`src/rtl/nibble_serial_sub32.sv`:
```
// Serial subtractor: computes a - b - bin one SLICE-bit slice per clock, LSB slice first.
// Results (diff, bout, of) appear together at the end of the run and hold until the next completion.
module nibble_serial_sub32 #(
  parameter int WIDTH = 32,
  parameter int SLICE = 4
) (
  input  logic             clk,
  input  logic             rst,
  input  logic             start,
  input  logic [WIDTH-1:0] a,
  input  logic [WIDTH-1:0] b,
  input  logic             bin,
  output logic             busy,
  output logic             done,
  output logic [WIDTH-1:0] diff,
  output logic             bout,
  output logic             of,
  output logic [1:0]       o_dbg_state
);

  localparam int N  = WIDTH / SLICE;
  localparam int KW = (N > 1) ? $clog2(N) : 1;

  typedef enum logic [1:0] {
    S_IDLE = 2'd0,
    S_RUN  = 2'd1,
    S_DONE = 2'd2
  } state_t;

  state_t           r_state;
  state_t           w_next;
  logic [KW-1:0]    r_k;
  logic [WIDTH-1:0] r_a;
  logic [WIDTH-1:0] r_b;
  logic [WIDTH-1:0] r_part;
  logic             r_borrow;
  logic [WIDTH-1:0] r_diff;
  logic             r_bout;
  logic             r_of;

  logic             w_last;
  logic             w_accept;
  logic [SLICE:0]   w_sub;
  logic [WIDTH-1:0] w_part_next;

  // Handshake: start is a level request, taken on any rising edge where the FSM is in IDLE or DONE;
  // while busy it is ignored. done is a single-cycle result-valid strobe with no back-pressure.
  assign w_last      = (r_k == KW'(N - 1));
  assign w_accept    = start && ((r_state == S_IDLE) || (r_state == S_DONE));

  // Operands are shifted right each cycle, so the active slice always sits in the low bits;
  // bit SLICE of the widened difference is the borrow out of the slice.
  assign w_sub       = {1'b0, r_a[SLICE-1:0]} - {1'b0, r_b[SLICE-1:0]} - (SLICE+1)'(r_borrow);
  assign w_part_next = {w_sub[SLICE-1:0], r_part[WIDTH-1:SLICE]};

  always_ff @(posedge clk) begin
    if (rst) r_state <= S_IDLE;
    else     r_state <= w_next;
  end

  always_comb begin
    w_next = r_state;
    case (r_state)
      S_IDLE:  if (start) w_next = S_RUN;
      S_RUN:   if (w_last) w_next = S_DONE;
      S_DONE:  w_next = start ? S_RUN : S_IDLE;
      default: w_next = S_IDLE;
    endcase
  end

  always_ff @(posedge clk) begin
    if (rst) begin
      r_k      <= '0;
      r_a      <= '0;
      r_b      <= '0;
      r_part   <= '0;
      r_borrow <= 1'b0;
      r_diff   <= '0;
      r_bout   <= 1'b0;
      r_of     <= 1'b0;
    end else if (w_accept) begin
      r_k      <= '0;
      r_a      <= a;
      r_b      <= b;
      r_part   <= '0;
      r_borrow <= bin;
    end else if (r_state == S_RUN) begin
      r_a      <= r_a >> SLICE;
      r_b      <= r_b >> SLICE;
      r_part   <= w_part_next;
      r_borrow <= w_sub[SLICE];
      r_k      <= r_k + KW'(1);
      // On the last slice the low bits of r_a/r_b hold the operand sign bits.
      if (w_last) begin
        r_diff <= w_part_next;
        r_bout <= w_sub[SLICE];
        r_of   <= (r_a[SLICE-1] != r_b[SLICE-1]) && (w_sub[SLICE-1] != r_a[SLICE-1]);
      end
    end
  end

  assign busy        = (r_state == S_RUN);
  assign done        = (r_state == S_DONE);
  assign diff        = r_diff;
  assign bout        = r_bout;
  assign of          = r_of;
  assign o_dbg_state = r_state;

endmodule

```
`config.mk`:
```
export PLATFORM = sky130hd
export DESIGN_NAME = nibble_serial_sub32
export DESIGN_NICKNAME = d
export VERILOG_FILES = /design/src/rtl/nibble_serial_sub32.sv
export SDC_FILE = /design/constraint.sdc
export NUM_CORES = 1
export LEC_CHECK = 0
export BUFFER_PORTS_ARGS = -buffer_cell sky130_fd_sc_hd__buf_2
export CAP_MARGIN = 20
export CORE_MARGIN = 1
export CORE_UTILIZATION = 47
export DETAILED_ROUTE_END_ITERATION = 12
export GPL_ROUTABILITY_DRIVEN = 0
export PLACE_DENSITY = 0.71
export RECOVER_POWER = 50
export SYNTH_ARGS = -nofsm -noshare
export SYNTH_HDL_FRONTEND = slang
export SYNTH_SLANG_ARGS = --single-unit
```
`constraint.sdc`:
```
create_clock -name clk -period 3.6 [get_ports clk]
set_input_delay 0.18 -clock clk [delete_from_list [all_inputs] [get_ports clk]]
set_output_delay 0.18 -clock clk [all_outputs]
set_load 0.01 [all_outputs]
```
==> summary.md <==
| Metric | Value |
|---|---|
| Mapped Cells | approximately 630 |
| Skew final | ~0.0063 ns |
| Hold Vio Cnt, Final | 0 |
| Initial Utilization | approximately half |
| Sink Count | 132 |
| Core area | about 11000 um^2 |
| Period utilisation layout | 80.5% |
| Die height | 110 um |
| Layout Nets | about 800 |
| Setup Fix Bufs, Post-CTS | 0 |
| Remaining antenna violation count after routing | 0 |
| Synth area leader | dfxtp_1 |
| Die Wd | ~110 um |
| Max cap viols | 0 |
| Layout cells sized above 1 | between 20% and 30% |
| # setup viols final | 0 |
| # rows | 38 |
| RSZ-0062 raised after global routing | no |
| CTS root buf | clkbuf_16 |
| YS warnings | 0 |
| Clock slew at reported path FFs | 0.05 ns |
| Number of synthesized register bits | roughly 130 |
| Area post-placement | about 6000 um^2 |
| Syn_area_per_cell | between 8 and 9 um^2 |
| Post-layout min period | just under 3 ns |
| Slew Viols, Final | 0 |
| Vias in the first global route | around 4400 |
| Cell area after layout | between 6000 and 7000 um^2 |
| CTS max path bufs | 2 |
| H-Tree Depth | 4 |
| Worst path arrival time | ~2.7 ns |
| Pin count of the biggest net entering global routing | 70 |
| Sequential area share after synthesis | 48.6% |
| Post-DR wirelength/cell | around 14 um |
| CTS tree | done |
| First-pass GRT wire length | between 15000 and 20000 um |
| Worst Setup Path Type | flip-flop to output pin |
| Worst relative slew slack | about a fifth |
| Placed Cells | between 800 and 900 |
| I/O Buffers | approximately 110 |
| PwrDens | 543 nW/um^2 |
| Syn nets | around 700 |
| GRT Residual Overflow | 0 |
| Max Fclk | ~0.34 GHz |
| Critical path fanouts, max | 43 |
| Synthesized area | 5440 um^2 |
| Total CTS buffers | 17 |
| Initial detailed-routing violation count | between 100 and 150 |
| # DRC | 0 |
| Area contributors post-synth | dfxtp_1 (49%), nand2_1 (12%), a311oi_2 (6.4%) |
| Antenna diodes | 0 |
| Leak pwr | between 2 and 2.5 nW |
| Clock latency on the worst-skew pair | approximately 0.4 ns |
| Initial antenna violation count | 0 |
| Die Area | 12000 um^2 |
| DRT Pass-1 Iters | 4 |
| Post-synth top area share | between 40% and 50% |
| Crit path launch type | flip-flop |
| Worst VDD drop | approximately 0.00031 V |
| TNS Setup | 0 ns |
| Post-route insts no fill | about 860 |
| Worst setup EP type | output pin |
| # IOs | roughly 110 |
| Via count | between 4000 and 5000 |
| Hold Path Class | primary input to flip-flop |
| Status | complete, no violations |
| Least-Margin Pin Slew | between 1 and 1.5 ns |
| Cts hold-fix bufs | 0 |
| Aggregate global-route resource usage | 21.2% |
| DR vias/cell | approximately 5.3 |
| Total wire length | around 12000 um |
| Area growth, synth to finish | 15.5% |
| Synth cell types | 34 |
| WP data required | between 3 and 4 ns |
| Flop2flop setup slack | between 0.8 and 0.9 ns |
| Post-CTS sizing | 0 |
| DP HPWL | 7870 um |
-- path summary, 6_finish.rpt --
path / from / to / cells after the start
hold / removal: b[31] / r_b[31]$_SDFFE_PP0P_ / 3
setup / recovery: o_dbg_state[1]$_SDFFE_PP0P_ / busy / 4
setup reg to reg: o_dbg_state[1]$_SDFFE_PP0P_ / of$_SDFFE_PP0P_ / 5
hold reg to reg: diff[0]$_SDFFE_PP0P_ / diff[0]$_SDFFE_PP0P_ / 2
-- cells by family after synthesis --
logic type               count (synthesis)  share of synthesized area (%)
AO/OA/AOI/OAI                          142                           21.1
buffers and inverters                   60                           6.19
flip-flops                             132                           48.6
adder cells (fa/ha/maj)                 10                           2.58
XOR/XNOR                                 5                          0.805
AND/OR/NAND/NOR                        274                           20.2
multiplexers                             3                          0.552
-- layout make-up --
type,count,area (um^2)
Fill cell,1032,4800
Sequential cell,132,2640
Multi-Input combinational cell,434,2400
Timing Repair Buffer,110,524
Clock buffer,26,469
Tap cell,140,175
Inverter,9,36.3
Clock inverter,6,30.0
-- cells in the mapped netlist --
cell type / instances
a211oi_1: 5
a211oi_2: 3
a21oi_1: 44
a21oi_2: 25
a22oi_1: 14
a311oi_1: 1
a311oi_2: 23
and2_4: 1
and2b_1: 1
buf_1: 5
buf_2: 24
buf_4: 3
buf_6: 9
clkbuf_1: 10
dfxtp_1: 132
fa_1: 2
ha_1: 8
inv_1: 8
inv_4: 1
mux2i_1: 3
nand2_1: 173
nand2_2: 1
nand2b_1: 5
nand3_1: 2
nor2_1: 62
nor2_4: 1
nor2b_1: 1
nor3_1: 26
o211ai_1: 1
o21a_1: 2
o21ai_0: 1
o22ai_1: 23
or3_1: 1
xnor2_1: 5
-- power breakdown --
part	switching (W)	internal, W	leakage [nW]	total (W)
Clock	0.000569	0.000889	0.250	0.00146
Sequential	0.0000402	0.00153	1.08	0.00157
Combinational	0.000233	0.000146	0.940	0.000379
Total	0.000842	0.00257	2.27	0.00341
-- layout by cell type, fill, tap and decap left out, types with 3 or more instances in the layout --
master | Yosys | layout
a211oi_1 | 5 | 5
o22ai_1 | 23 | 23
nand2_1 | 173 | 173
nor2_1 | 62 | 62
xnor2_1 | 5 | 5
nor3_1 | 26 | 26
clkbuf_1 | 10 | 45
a211oi_2 | 3 | 3
nand2b_1 | 5 | 4
a311oi_2 | 23 | 14
mux2i_1 | 3 | 3
ha_1 | 8 | 8
dfxtp_1 | 132 | 132
clkinv_2 | 0 | 6
a22oi_1 | 14 | 14
a21oi_1 | 44 | 44
clkbuf_16 | 0 | 17
inv_1 | 8 | 8
buf_2 | 24 | 67
a311oi_1 | 1 | 10
a21oi_2 | 25 | 25
buf_4 | 3 | 4
-- metal layers --
layer,part of all wire (%),wire [um],global-route usage [%]
met3,6.4,763,6.46
met5,0,0,0
met1,44,5260,25.4
met2,48,5750,35.0
met4,1.2,139,9.05
-- flip-flops by register name, indices dropped and copies added, names as in the netlist --
register     cells
r_borrow         1
r_b             32
r_part          28
bout             1
o_dbg_state      2
r_a             32
r_k              3
of               1
diff            32
-- critical path, cell delays in order (launching register included) --
cell and delay [ns]:
dfxtp_1 0.32, nand2b_1 0.69, inv_4 0.67, buf_4 0.41, buf_2 0.20
-- metrics by stage --
step | utilization [%] | hold slack [ns] | setup slack [ns] | total power (W)
after floorplan | - | 0.341 | 1.70 | 0.00190
after global placement | 53.0 | 0.429 | 1.44 | 0.00198
after detailed placement | 53.0 | 0.438 | 1.37 | 0.00199
after CTS | 57.5 | 0.0135 | 1.07 | 0.00345
after global routing | 56.7 | 0.0366 | 0.475 | 0.00356
final | 56.7 | 0.0286 | 0.700 | 0.00341
Note: power is estimated with default switching activity, not from simulation.
